**src/rtl/root_power_arbiter_if.sv**
```systemverilog
// Request/grant and select buses between the NTT/INTT engines, the root-power arbiter
// and the root-power interconnect.
interface root_power_arbiter_if #(
  parameter int unsigned NTT_INTT_NUM   = 4,
  parameter int unsigned ROOT_POWER_NUM = 4,
  parameter int unsigned LEN_W          = 8
);
  localparam int unsigned EngW  = (NTT_INTT_NUM > 1) ? $clog2(NTT_INTT_NUM) : 1;
  localparam int unsigned BankW = (ROOT_POWER_NUM > 1) ? $clog2(ROOT_POWER_NUM) : 1;

  logic [NTT_INTT_NUM-1:0]                 req;
  logic [NTT_INTT_NUM-1:0][BankW-1:0]      req_bank;
  logic [NTT_INTT_NUM-1:0][LEN_W-1:0]      req_len;
  logic [NTT_INTT_NUM-1:0]                 gnt;
  logic [NTT_INTT_NUM-1:0]                 beat_en;
  logic [ROOT_POWER_NUM-1:0][EngW-1:0]     ntt_intt_select;
  logic [ROOT_POWER_NUM-1:0]               bank_busy;
  logic [NTT_INTT_NUM-1:0][BankW-1:0]      root_select;
  logic [NTT_INTT_NUM-1:0]                 rd_valid;

  modport master (
    output req, req_bank, req_len,
    input  gnt, beat_en, ntt_intt_select, bank_busy, root_select, rd_valid
  );

  modport slave (
    input  req, req_bank, req_len,
    output gnt, beat_en, ntt_intt_select, bank_busy, root_select, rd_valid
  );
endinterface

```
**src/rtl/root_power_arbiter.sv**
```systemverilog
// Per-bank round-robin burst arbiter for the twiddle RAM banks; engine-side valids and
// bank selects are delayed to line up with returning read data.
module root_power_arbiter #(
  parameter int unsigned NTT_INTT_NUM   = 4,
  parameter int unsigned ROOT_POWER_NUM = 4,
  parameter int unsigned LEN_W          = 8,
  parameter int unsigned RET_DLY        = 4
) (
  input  logic                  clk,
  input  logic                  rst,
  root_power_arbiter_if.slave   arb
);
  localparam int unsigned EngW  = (NTT_INTT_NUM > 1) ? $clog2(NTT_INTT_NUM) : 1;
  localparam int unsigned BankW = (ROOT_POWER_NUM > 1) ? $clog2(ROOT_POWER_NUM) : 1;

  typedef enum logic [0:0] {StIdle, StBurst} state_e;

  state_e                               state_q   [ROOT_POWER_NUM];
  state_e                               state_d   [ROOT_POWER_NUM];
  logic [EngW-1:0]                      owner_q   [ROOT_POWER_NUM];
  logic [EngW-1:0]                      owner_d   [ROOT_POWER_NUM];
  logic [LEN_W-1:0]                     cnt_q     [ROOT_POWER_NUM];
  logic [LEN_W-1:0]                     cnt_d     [ROOT_POWER_NUM];
  logic [EngW-1:0]                      rr_q      [ROOT_POWER_NUM];
  logic [EngW-1:0]                      rr_d      [ROOT_POWER_NUM];
  logic [NTT_INTT_NUM-1:0]              elig      [ROOT_POWER_NUM];
  logic [EngW-1:0]                      pick      [ROOT_POWER_NUM];
  logic [ROOT_POWER_NUM-1:0]            found;

  logic [NTT_INTT_NUM-1:0]              gnt_q, gnt_d;
  logic [NTT_INTT_NUM-1:0]              beat_en_q, beat_en_d;
  logic [BankW-1:0]                     eng_bank_q [NTT_INTT_NUM];
  logic [BankW-1:0]                     eng_bank_d [NTT_INTT_NUM];

  logic [NTT_INTT_NUM-1:0]              vld_q [RET_DLY];
  logic [NTT_INTT_NUM-1:0]              vld_d [RET_DLY];
  logic [NTT_INTT_NUM-1:0][BankW-1:0]   bnk_q [RET_DLY];
  logic [NTT_INTT_NUM-1:0][BankW-1:0]   bnk_d [RET_DLY];

  // An engine already issuing beats cannot hold a second burst, on any bank.
  always_comb begin
    for (int b = 0; b < ROOT_POWER_NUM; b++) begin
      for (int r = 0; r < NTT_INTT_NUM; r++) begin
        elig[b][r] = arb.req[r] && (arb.req_bank[r] == BankW'(b)) && !beat_en_q[r];
      end
    end
  end

  always_comb begin : p_pick
    int unsigned idx;
    idx   = 0;
    found = '0;
    for (int b = 0; b < ROOT_POWER_NUM; b++) begin
      pick[b] = '0;
      for (int i = 0; i < NTT_INTT_NUM; i++) begin
        idx = (int'(rr_q[b]) + i) % NTT_INTT_NUM;
        if (!found[b] && elig[b][idx]) begin
          found[b] = 1'b1;
          pick[b]  = EngW'(idx);
        end
      end
    end
  end

  always_comb begin
    gnt_d      = '0;
    beat_en_d  = '0;
    eng_bank_d = eng_bank_q;
    state_d    = state_q;
    owner_d    = owner_q;
    cnt_d      = cnt_q;
    rr_d       = rr_q;
    for (int b = 0; b < ROOT_POWER_NUM; b++) begin
      if ((state_q[b] == StBurst) && (cnt_q[b] != '0)) begin
        cnt_d[b] = cnt_q[b] - 1'b1;
      end else if (found[b]) begin
        // Idle or last beat: the next burst starts on the following edge with no gap.
        state_d[b] = StBurst;
        owner_d[b] = pick[b];
        cnt_d[b]   = (arb.req_len[pick[b]] == '0) ? '0 : arb.req_len[pick[b]] - 1'b1;
        rr_d[b]    = (32'(pick[b]) == NTT_INTT_NUM - 1) ? '0 : pick[b] + 1'b1;
        gnt_d[pick[b]]      = 1'b1;
        eng_bank_d[pick[b]] = BankW'(b);
      end else begin
        state_d[b] = StIdle;
        cnt_d[b]   = '0;
      end
      if (state_d[b] == StBurst) begin
        beat_en_d[owner_d[b]] = 1'b1;
      end
    end
  end

  // Return path: bank tags only advance alongside a valid, so root_select holds when idle.
  always_comb begin
    vld_d[0] = beat_en_q;
    for (int r = 0; r < NTT_INTT_NUM; r++) begin
      bnk_d[0][r] = beat_en_q[r] ? eng_bank_q[r] : bnk_q[0][r];
    end
    for (int k = 1; k < RET_DLY; k++) begin
      vld_d[k] = vld_q[k-1];
      for (int r = 0; r < NTT_INTT_NUM; r++) begin
        bnk_d[k][r] = vld_q[k-1][r] ? bnk_q[k-1][r] : bnk_q[k][r];
      end
    end
  end

  always_ff @(posedge clk) begin
    if (rst) begin
      gnt_q     <= '0;
      beat_en_q <= '0;
      for (int b = 0; b < ROOT_POWER_NUM; b++) begin
        state_q[b] <= StIdle;
        owner_q[b] <= '0;
        cnt_q[b]   <= '0;
        rr_q[b]    <= '0;
      end
      for (int r = 0; r < NTT_INTT_NUM; r++) begin
        eng_bank_q[r] <= '0;
      end
      for (int k = 0; k < RET_DLY; k++) begin
        vld_q[k] <= '0;
        bnk_q[k] <= '0;
      end
    end else begin
      gnt_q      <= gnt_d;
      beat_en_q  <= beat_en_d;
      state_q    <= state_d;
      owner_q    <= owner_d;
      cnt_q      <= cnt_d;
      rr_q       <= rr_d;
      eng_bank_q <= eng_bank_d;
      vld_q      <= vld_d;
      bnk_q      <= bnk_d;
    end
  end

  always_comb begin
    arb.gnt         = gnt_q;
    arb.beat_en     = beat_en_q;
    arb.rd_valid    = vld_q[RET_DLY-1];
    arb.root_select = bnk_q[RET_DLY-1];
    for (int b = 0; b < ROOT_POWER_NUM; b++) begin
      arb.ntt_intt_select[b] = owner_q[b];
      arb.bank_busy[b]       = (state_q[b] == StBurst);
    end
  end

endmodule

```
**src/flat_wrapper.sv**
```systemverilog
// flat-port wrapper written by rule: the top's interface ports become plain ports
module root_power_arbiter_flat 
#(
  parameter int unsigned NTT_INTT_NUM   = 4,
  parameter int unsigned ROOT_POWER_NUM = 4,
  parameter int unsigned LEN_W          = 8,
  parameter int unsigned RET_DLY        = 4
)
  (clk, rst, arb_req, arb_req_bank, arb_req_len, arb_gnt, arb_beat_en, arb_ntt_intt_select, arb_bank_busy, arb_root_select, arb_rd_valid);
  root_power_arbiter_if #(.NTT_INTT_NUM(NTT_INTT_NUM), .ROOT_POWER_NUM(ROOT_POWER_NUM), .LEN_W(LEN_W)) arb_i ();
  input  logic clk;
  input  logic rst;
  input wire logic [$bits(arb_i.req)-1:0] arb_req;
  input wire logic [$bits(arb_i.req_bank)-1:0] arb_req_bank;
  input wire logic [$bits(arb_i.req_len)-1:0] arb_req_len;
  output wire logic [$bits(arb_i.gnt)-1:0] arb_gnt;
  output wire logic [$bits(arb_i.beat_en)-1:0] arb_beat_en;
  output wire logic [$bits(arb_i.ntt_intt_select)-1:0] arb_ntt_intt_select;
  output wire logic [$bits(arb_i.bank_busy)-1:0] arb_bank_busy;
  output wire logic [$bits(arb_i.root_select)-1:0] arb_root_select;
  output wire logic [$bits(arb_i.rd_valid)-1:0] arb_rd_valid;
  assign arb_i.req = arb_req;
  assign arb_i.req_bank = arb_req_bank;
  assign arb_i.req_len = arb_req_len;
  assign arb_gnt = arb_i.gnt;
  assign arb_beat_en = arb_i.beat_en;
  assign arb_ntt_intt_select = arb_i.ntt_intt_select;
  assign arb_bank_busy = arb_i.bank_busy;
  assign arb_root_select = arb_i.root_select;
  assign arb_rd_valid = arb_i.rd_valid;
  root_power_arbiter #(.NTT_INTT_NUM(NTT_INTT_NUM), .ROOT_POWER_NUM(ROOT_POWER_NUM), .LEN_W(LEN_W), .RET_DLY(RET_DLY)) u_core (.clk(clk), .rst(rst), .arb(arb_i));
endmodule
```
**config.mk**
```make
export PLATFORM = sky130hd
export DESIGN_NAME = root_power_arbiter_flat
export DESIGN_NICKNAME = d
export VERILOG_FILES = /design/src/rtl/root_power_arbiter_if.sv /design/src/rtl/root_power_arbiter.sv /design/src/flat_wrapper.sv
export SDC_FILE = /design/constraint.sdc
export NUM_CORES = 1
export LEC_CHECK = 0
export CORE_UTILIZATION = 52
export CTS_BUF_LIST = sky130_fd_sc_hd__clkbuf_2 sky130_fd_sc_hd__clkbuf_4 sky130_fd_sc_hd__clkbuf_8
export DETAILED_ROUTE_END_ITERATION = 6
export PLACE_DENSITY = 0.74
export SYNTH_ARGS = -nofsm -noshare
export SYNTH_HDL_FRONTEND = slang
export SYNTH_SLANG_ARGS = --single-unit
```
**constraint.sdc**
```tcl
create_clock -name clk -period 11.5 [get_ports clk]
set_input_delay 3.45 -clock clk [delete_from_list [all_inputs] [get_ports clk]]
set_output_delay 3.45 -clock clk [all_outputs]
set_load 0.01 [all_outputs]
```
==> results.json <==
{
  "fp.dieH_um": 122,
  "first_iter_violations": 818,
  "start_util_pct": 53.9,
  "port_buffers": 77,
  "ys_warn_count": 0,
  "dpl.hpwl_um": 15700,
  "end_kind": "flop",
  "slew_headroom_pct": 27.5,
  "cts_setup_buffers": 0,
  "pin_count": 78,
  "mostFrequentLayoutCells": "134 x nor2_1, 116 x dfxtp_1, 76 x clkdlybuf4s50_1, 55 x nand2_1, 55 x inv_1",
  "drive_gt1_share_pct": 6.62,
  "clkPwrFrac_pct": 23.0,
  "num_rows": 43,
  "mostFrequentLayoutCell": "nor2_1",
  "power_frac_comb_pct": 43.0,
  "area_delta_synth_final_pct": 15.4,
  "p_sw_share_pct": 39.9,
  "cts_tree": "yes",
  "first_global_vias": 6530,
  "core_area_sq_um": 14000,
  "fin_crit_ps": 7590,
  "synthCells": 901,
  "detail-route-antenna-nets": 0,
  "dr.pass1.iters": 5,
  "drv_slew": 0,
  "ctsHoldBuffers": 0,
  "antenna_found_initial": 0,
  "setup_tns_ps": 0,
  "num_vias": 7091,
  "place.gp.congestion": 0.978,
  "drv_cap": 0,
  "grt_use_total_pct": 28.7,
  "grt_max_degree": 102,
  "setup_viol_count_final": 0,
  "max_freq_mhz": 132,
  "clk_latency_ps": 450,
  "period_share_pct": 66.0,
  "clockBufferDepth": 2,
  "diodes": 0,
  "synthesis.nets": 979,
  "vdd_ir_drop_max_uv": 88.5,
  "ys.flop_type": "dfxtp_1",
  "fp.dieW_um": 122,
  "grt_pass1_wl_um": 33200,
  "synth_edf_count": 0,
  "p_int_w": 0.000936,
  "die-area_sq_um": 15000,
  "wl_per_cell_um": 18.1,
  "async_flop_share_pct": 0,
  "finish.instance_area_sq_um": 8700,
  "clock-sinks": 116,
  "worstSetupPathType": "in -> reg",
  "overflow": 0,
  "fin_nets": 1032,
  "seqPwrFrac_pct": 34.0,
  "fill_cells": 1247,
  "status": "completed",
  "place_area_sq_um": 8320,
  "ys_ff_latch": 116,
  "p_switching_w": 0.000622,
  "cts-root-buf": "clkbuf_8",
  "start_kind": "input port",
  "clock_skew_ps": 9.33,
  "hp-class": "reg -> reg",
  "drc": 0,
  "cellPowerDensity_nw_per_um2": 179,
  "leakage_nw": 3.33,
  "tightest_slew_ps": 1090,
  "required_ps": 11840,
  "clk_pin_slew_ps": 70,
  "hold_violations": 0,
  "viasPerCell": 6.18,
  "wirelength_um": 20800,
  "synth.distinct_cells": 75,
  "cts_resized": 0,
  "fin_util_pct": 62.2,
  "syn-cell-area_sq_um": 7540,
  "rsz0062_at_grt": "no",
  "crit_fanout": 21,
  "h-tree-depth": 4,
  "arrival_ps": 7930,
  "syn_area_per_cell_sq_um": 8.37,
  "ys_seq_area_share_pct": 30.8,
  "cts_buffers": 17
}
==> cell type report <==
cell class	count	area (sq um)	share of cell area, %
multi-input combinational	671	4710	54.1
sequential	116	2320	26.7
timing repair buffer	86	836	9.61
clock buffer	18	248	2.85
inverter	62	233	2.68
tap	180	225	2.59
clock inverter	14	126	1.45
==> metal layers <==
| layer | part of all wire (%) | GRT usage (%) | vias up |
|---|---|---|---|
| li1 | - | - | 3406 |
| met1 | 44 | 37.7 | 3322 |
| met2 | 44 | 43.6 | 302 |
| met3 | 7.5 | 6.27 | 61 |
| met4 | 4.6 | 15.8 | 0 |
| met5 | 0 | 0 | - |
==> flip-flops by register name (all words and copies together) (netlist names) <==
signal / count
u_core.arb.root_select: 8
u_core.arb.beat_en: 4
u_core.vld_d: 12
u_core.arb.bank_busy: 4
u_core.rr_q: 8
u_core.arb.gnt: 4
u_core.eng_bank_q: 8
u_core.bnk_q: 24
u_core.cnt_q: 32
u_core.arb.rd_valid: 4
u_core.arb.ntt_intt_select: 8
==> synth_stat cells (6+ instances only) <==
library cell / n / share of area [%]
xor2_1: 20 / 2.3
dfxtp_1: 116 / 31
nand4_1: 8 / 0.66
o22ai_1: 7 / 0.58
nor4b_1: 9 / 1.0
buf_1: 6 / 0.30
o211ai_1: 30 / 3.0
buf_4: 12 / 1.2
inv_2: 6 / 0.30
clkbuf_1: 27 / 1.3
and2_1: 8 / 0.66
nor2_1: 134 / 6.7
inv_1: 55 / 2.7
nor4_1: 7 / 0.58
nor2b_1: 21 / 1.7
o32ai_1: 6 / 0.70
nand2b_1: 9 / 0.75
nand2_1: 55 / 2.7
a221o_1: 15 / 2.0
o221ai_1: 6 / 0.70
a2bb2oi_1: 8 / 0.93
a22oi_1: 14 / 1.4
a21boi_0: 6 / 0.60
a22o_1: 9 / 1.0
ha_1: 32 / 5.3
xnor2_1: 24 / 2.8
nor3_1: 10 / 0.66
mux2i_1: 51 / 6.8
a221oi_1: 18 / 2.1
a21oi_1: 53 / 3.5
a211oi_1: 15 / 1.5
==> through the flow <==
stage | total power (W) | hold slack [ps] | setup slack [ps] | instances
5_1_grt | 0.00166 | 474 | 3570 | 1147
3_5_place_dp | 0.00120 | 451 | 3530 | 1115
3_3_place_gp | 0.00119 | 443 | 3700 | 1115
2_1_floorplan | 0.00102 | 436 | 4870 | 901
6_report | 0.00156 | 456 | 3910 | 1147
4_1_cts | 0.00155 | 460 | 4000 | 1147
==> worst paths after layout <==
kind | cells past startpoint | end | startpoint | slack [ps]
max reg2reg | 10 | u_core.cnt_q[24] | u_core.arb.beat_en[2] | 6890
min reg2reg | 2 | u_core.eng_bank_q[3] | u_core.eng_bank_q[3] | 460
max | 11 | u_core.cnt_q[24] | arb_req_bank[5] | 3910
min | 2 | u_core.eng_bank_q[3] | u_core.eng_bank_q[3] | 460
==> worst max-delay path: stages <==
cell and delay (ps):
clkdlybuf4s50_1 500, or4b_1 580, a222oi_1 700, and3_1 930
mux2i_1 240, mux2i_4 260, ha_1 210, o211ai_1 170
or4b_1 590, a32oi_1 230, nor2_1 50
==> power groups by stage <==
stage | logic, W | clock network, W | registers (W)
global placement | 0.000653 | 0 | 0.000536
global route | 0.000742 | 0.000380 | 0.000538
CTS | 0.000663 | 0.000364 | 0.000528
finish | 0.000670 | 0.000358 | 0.000529
detailed placement | 0.000659 | 0 | 0.000537
floorplan | 0.000508 | 0 | 0.000516
==> logic make-up after synthesis <==
| kind of cell | after synthesis | share of synthesized area (%) |
|---|---|---|
| buffers and inverters | 114 | 6.76 |
| XOR/XNOR | 44 | 5.11 |
| adder cells (fa/ha/maj) | 32 | 5.31 |
| AO/OA/AOI/OAI | 234 | 23.5 |
| multiplexers | 57 | 7.97 |
| AND/OR/NAND/NOR | 304 | 20.6 |
| flip-flops | 116 | 30.8 |
No activity file was read; power rests on OpenSTA's default activity.
==> variant 1: new RTL, config.mk and constraints unchanged <==
`LEN_W` is set to 8 in 3 places; all go to 4.
--- a/src/rtl/root_power_arbiter_if.sv
+++ b/src/rtl/root_power_arbiter_if.sv
@@ -3,7 +3,7 @@
 interface root_power_arbiter_if #(
   parameter int unsigned NTT_INTT_NUM   = 4,
   parameter int unsigned ROOT_POWER_NUM = 4,
-  parameter int unsigned LEN_W          = 8
+  parameter int unsigned LEN_W          = 4
 );
   localparam int unsigned EngW  = (NTT_INTT_NUM > 1) ? $clog2(NTT_INTT_NUM) : 1;
   localparam int unsigned BankW = (ROOT_POWER_NUM > 1) ? $clog2(ROOT_POWER_NUM) : 1;
--- a/src/rtl/root_power_arbiter.sv
+++ b/src/rtl/root_power_arbiter.sv
@@ -3,7 +3,7 @@
 module root_power_arbiter #(
   parameter int unsigned NTT_INTT_NUM   = 4,
   parameter int unsigned ROOT_POWER_NUM = 4,
-  parameter int unsigned LEN_W          = 8,
+  parameter int unsigned LEN_W          = 4,
   parameter int unsigned RET_DLY        = 4
 ) (
   input  logic                  clk,
--- a/src/flat_wrapper.sv
+++ b/src/flat_wrapper.sv
@@ -3,7 +3,7 @@
 #(
   parameter int unsigned NTT_INTT_NUM   = 4,
   parameter int unsigned ROOT_POWER_NUM = 4,
-  parameter int unsigned LEN_W          = 8,
+  parameter int unsigned LEN_W          = 4,
   parameter int unsigned RET_DLY        = 4
 )
   (clk, rst, arb_req, arb_req_bank, arb_req_len, arb_gnt, arb_beat_en, arb_ntt_intt_select, arb_bank_busy, arb_root_select, arb_rd_valid);
Ports: changed (resized arb_req_len); port bits go from 78 to 62. No check against the original RTL was run, so the function may have changed too.
==> variant 1 against the original RTL <==
- sequential cell count down 16
- synthesized area shrank 27%
- sequential power decreased by 23%
- synthesized cell count down 32%
- power decreased by 41%
- routed wire length fell by 33%
- design area down 28%
- cell count is 30% lower
- utilization down 0.90 points
- global-route usage shrank 3.2 points
- worst setup slack better by 1.4 ns
==> variant 1: results <==
metrics = {
    "finish": {
        "drive_gt1_frac": 0.07089,
        "nFillCells": 917,
        "final_nets": 716,
        "largest_reg_flops": 24,
        "regMostFlops": "u_core.bnk_q",
    },
    "yosys": {
        "yosys-top-cells-area": "dfxtp_1 (36%), mux2i_1 (7.5%), ha_1 (6.4%), nand2_1 (4.6%), nor2_1 (3.7%)",
        "synth_nets": 675,
    },
    "critical_path": {
        "r2r_slack_ns": 8.35,
        "critPathLaunch": "arb_req_bank[4]",
        "r2r_start": "u_core.arb.beat_en[0]$_SDFF_PP0_",
        "cp_max_fo": 11,
        "cp.arrival_ns": 6.52,
    },
    "placed_design": {
        "io_buffer_count": 61,
        "hpwlAfterDp_um": 10270,
        "globalplace.congestion": 0.8913,
    },
    "clock_network": {
        "clk_pin_slew_worst_paths_ns": 0.10,
        "htreeDepth": 3,
        "cts_buffers": 9,
    },
    "power": {
        "peakVddDrop_v": 0.00007480,
    },
    "global_routing": {
        "grt_pass1_vias": 4577,
        "grt_use_total": 0.2554,
        "grt_max_degree": 85,
        "grt_pass1_wl_um": 22370,
    },
    "outcome": {
        "status": "finished, final reports clean",
    },
    "route": {
        "vias": 4857,
        "initialDrtViolationCount": 441,
        "wl_per_cell_um": 17.33,
        "wirelength_um": 13850,
    },
    "timing": {
        "slew_headroom": 0.3247,
    },
}
-- variant 1: cell families (layout without fill, tap and decap cells) --
kind of cell / count (synthesis) / count (layout) / share of synthesized area
buffers and inverters: 60 / 106 / 0.05430
DFF: 100 / 100 / 0.3636
xor gates and xnor gates: 7 / 7 / 0.01113
and+or+nand+nor: 213 / 213 / 0.2086
adders and majority gates: 28 / 28 / 0.06362
AOI/OAI and AO/OA: 164 / 164 / 0.2154
muxes: 45 / 45 / 0.08339
-- variant 1: stage by stage --
stage | setup WS (ns) | util | instance area, um2 | hold slack (ns)
floorplan | 5.901 | - | 5507 | 0.4360
global placement | 5.016 | 0.5934 | 6098 | 0.4427
detailed placement | 4.948 | 0.5934 | 6098 | 0.4462
CTS | 5.323 | 0.6127 | 6297 | 0.4607
global route | 5.065 | 0.6127 | 6297 | 0.4905
finish | 5.286 | 0.6127 | 6297 | 0.4609
-- variant 1: path summary, 6_finish.rpt --
kind | endpoint
max | u_core.cnt_q[7]$_SDFF_PP0_
min | u_core.eng_bank_q[3]$_SDFF_PP0_
max reg2reg | u_core.cnt_q[3]$_SDFF_PP0_
min reg2reg | u_core.eng_bank_q[3]$_SDFF_PP0_
-- variant 1: layout make-up --
class	count	area share
inverters	28	0.01709
clock buffers	9	0.01967
repair buffers	62	0.09736
well taps	136	0.02702
flip-flops and latches	100	0.3179
multi-input cells	457	0.5090
clock inverters	7	0.01192
-- variant 1: routing by layer --
metal | vias to the layer above | share of wire | GRT usage
met3 | 43 | 0.064 | 0.03930
met1 | 2299 | 0.43 | 0.3340
met4 | 0 | 0.034 | 0.1087
li1 | 2321 | - | -
met5 | - | 0 | 0
met2 | 194 | 0.47 | 0.4182
-- variant 1: worst max-delay path, cell delays in order --
cell             delay (ns)
clkdlybuf4s50_1        0.62
and4bb_1               0.31
a22oi_1                0.17
o221a_1                0.32
clkinv_1               0.36
a32o_1                 0.41
ha_1                   0.23
nor3_1                 0.17
o21ai_0                0.10
nand4b_1               0.18
a31oi_1                0.19
-- variant 1: power breakdown --
group	internal [W]	switching, W	total, W
logic	0.000120	0.000158	0.000278
clock network	0.0000858	0.000138	0.000224
registers	0.000377	0.0000319	0.000409
total	0.000583	0.000328	0.000911
==> variant 2: new RTL, same flow settings <==
Made on the original files. Make the reset (`rst`) asynchronous in one clocked block.
--- a/src/rtl/root_power_arbiter.sv
+++ b/src/rtl/root_power_arbiter.sv
@@ -105,7 +105,7 @@
     end
   end
 
-  always_ff @(posedge clk) begin
+  always_ff @(posedge clk or posedge rst) begin
     if (rst) begin
       gnt_q     <= '0;
       beat_en_q <= '0;
Check against the original RTL: not settled (the Yosys comparison gave no result); the edit may change what the design does.
==> variant 2 against the original RTL <==
- sequential cell count did not move
- design area grew 0.50%
- routed wire length is 1.6% lower
- first-iteration DRC count fell by 33%
- worst setup slack improved by 0.13 ns
- sequential share of layout area up 6.5 points
- synthesized area down 0.60%
- largest cell class unchanged
Power is not compared: it rests on default switching activity, and its combinational part moved more than twofold at a synthesized area within 25%.
==> variant 2: results <==
metrics = {
    "global_routing": {
        "grt_use_met3": 0.05337,
        "grt_pass1_wl_um": 32170,
        "grt_pass1_vias": 6355,
        "met1_usage": 0.3644,
        "met2_usage": 0.4739,
    },
    "timing": {
        "setup_slack_ns": 4.040,
    },
    "placed_design": {
        "hpwlAfterDp_um": 15690,
        "globalplace.congestion": 0.9766,
    },
    "critical_path": {
        "r2r_slack_ns": 6.93,
        "ff2ff_path_depth": 9,
        "cp_max_fo": 19,
        "cp.arrival_ns": 7.79,
        "max_stage_delay_ns": 1.23,
        "critPathLaunch": "arb_req_bank[6]",
    },
    "finish": {
        "final_nets": 902,
        "nFillCells": 1173,
    },
    "hold_path": {
        "hold_depth": 0,
        "holdPathEnd": "u_core.vld_d[7]$_DFF_PP0_",
    },
    "yosys": {
        "yosys-top-cells-area": "dfrtp_1 (39%), mux2_2 (6.0%), ha_1 (5.3%), mux2i_1 (5.2%), nand2_1 (4.6%)",
        "synth_common_cells": "dfrtp_1 (116), nand2_1 (91), inv_1 (55)",
        "ys_seq_area_frac": 0.3874,
    },
    "route": {
        "initialDrtViolationCount": 547,
        "wl_met2_um": 9665,
        "wl_met1_um": 8842,
        "wl_per_cell_um": 20.08,
    },
    "outcome": {
        "status": "finished, final reports clean",
    },
}
-- variant 2: cell types whose count changed in the layout (fill, tap and decap cells not counted), sizes merged, moves of 24 or more --
cell	unedited run	this run
nor2	134	32
dfrtp	0	116
nand2	55	91
dfxtp	116	0
a21oi	53	18
o22ai	7	31
mux2	4	40
-- variant 2: final cells by class --
class | count | area share
Sequential cell | 116 | 0.3321
Timing Repair Buffer | 82 | 0.09247
Inverter | 61 | 0.02648
Clock buffer | 19 | 0.02992
Multi-Input combinational cell | 546 | 0.4765
Clock inverter | 13 | 0.01675
Tap cell | 180 | 0.02577
-- variant 2: cell families (layout without fill, tap and decap cells) --
kind of cell | Yosys count | in the layout | synth area share
and+or+nand+nor | 209 | 209 | 0.1434
DFF | 116 | 116 | 0.3874
xor gates and xnor gates | 39 | 39 | 0.04558
AOI/OAI and AO/OA | 187 | 187 | 0.2012
buffers and inverters | 95 | 175 | 0.05677
muxes | 79 | 79 | 0.1122
adders and majority gates | 32 | 32 | 0.05343
-- variant 2: worst reg2reg max path: stages, from the launching register on --
cell and delay, ns:
dfrtp_1 0.53, nand4b_1 0.39, a222oi_1 1.23, nand3_1 0.91, mux2i_1 0.36, mux2_2 0.26
ha_1 0.19, nand2_1 0.09, o31ai_4 0.33, o22ai_1 0.16
-- variant 2: metrics by stage --
step,hold WS [ns],area (um2),utilization,power (W),std cells
2_1_floorplan,0.3700,7493,-,0.0006258,757
3_3_place_gp,0.3965,8333,0.5957,0.0006941,985
3_5_place_dp,0.4058,8333,0.5957,0.0007034,985
4_1_cts,0.4138,8741,0.6249,0.001088,1017
5_1_grt,0.4210,8741,0.6249,0.001133,1017
6_report,0.4071,8741,0.6249,0.001082,1017
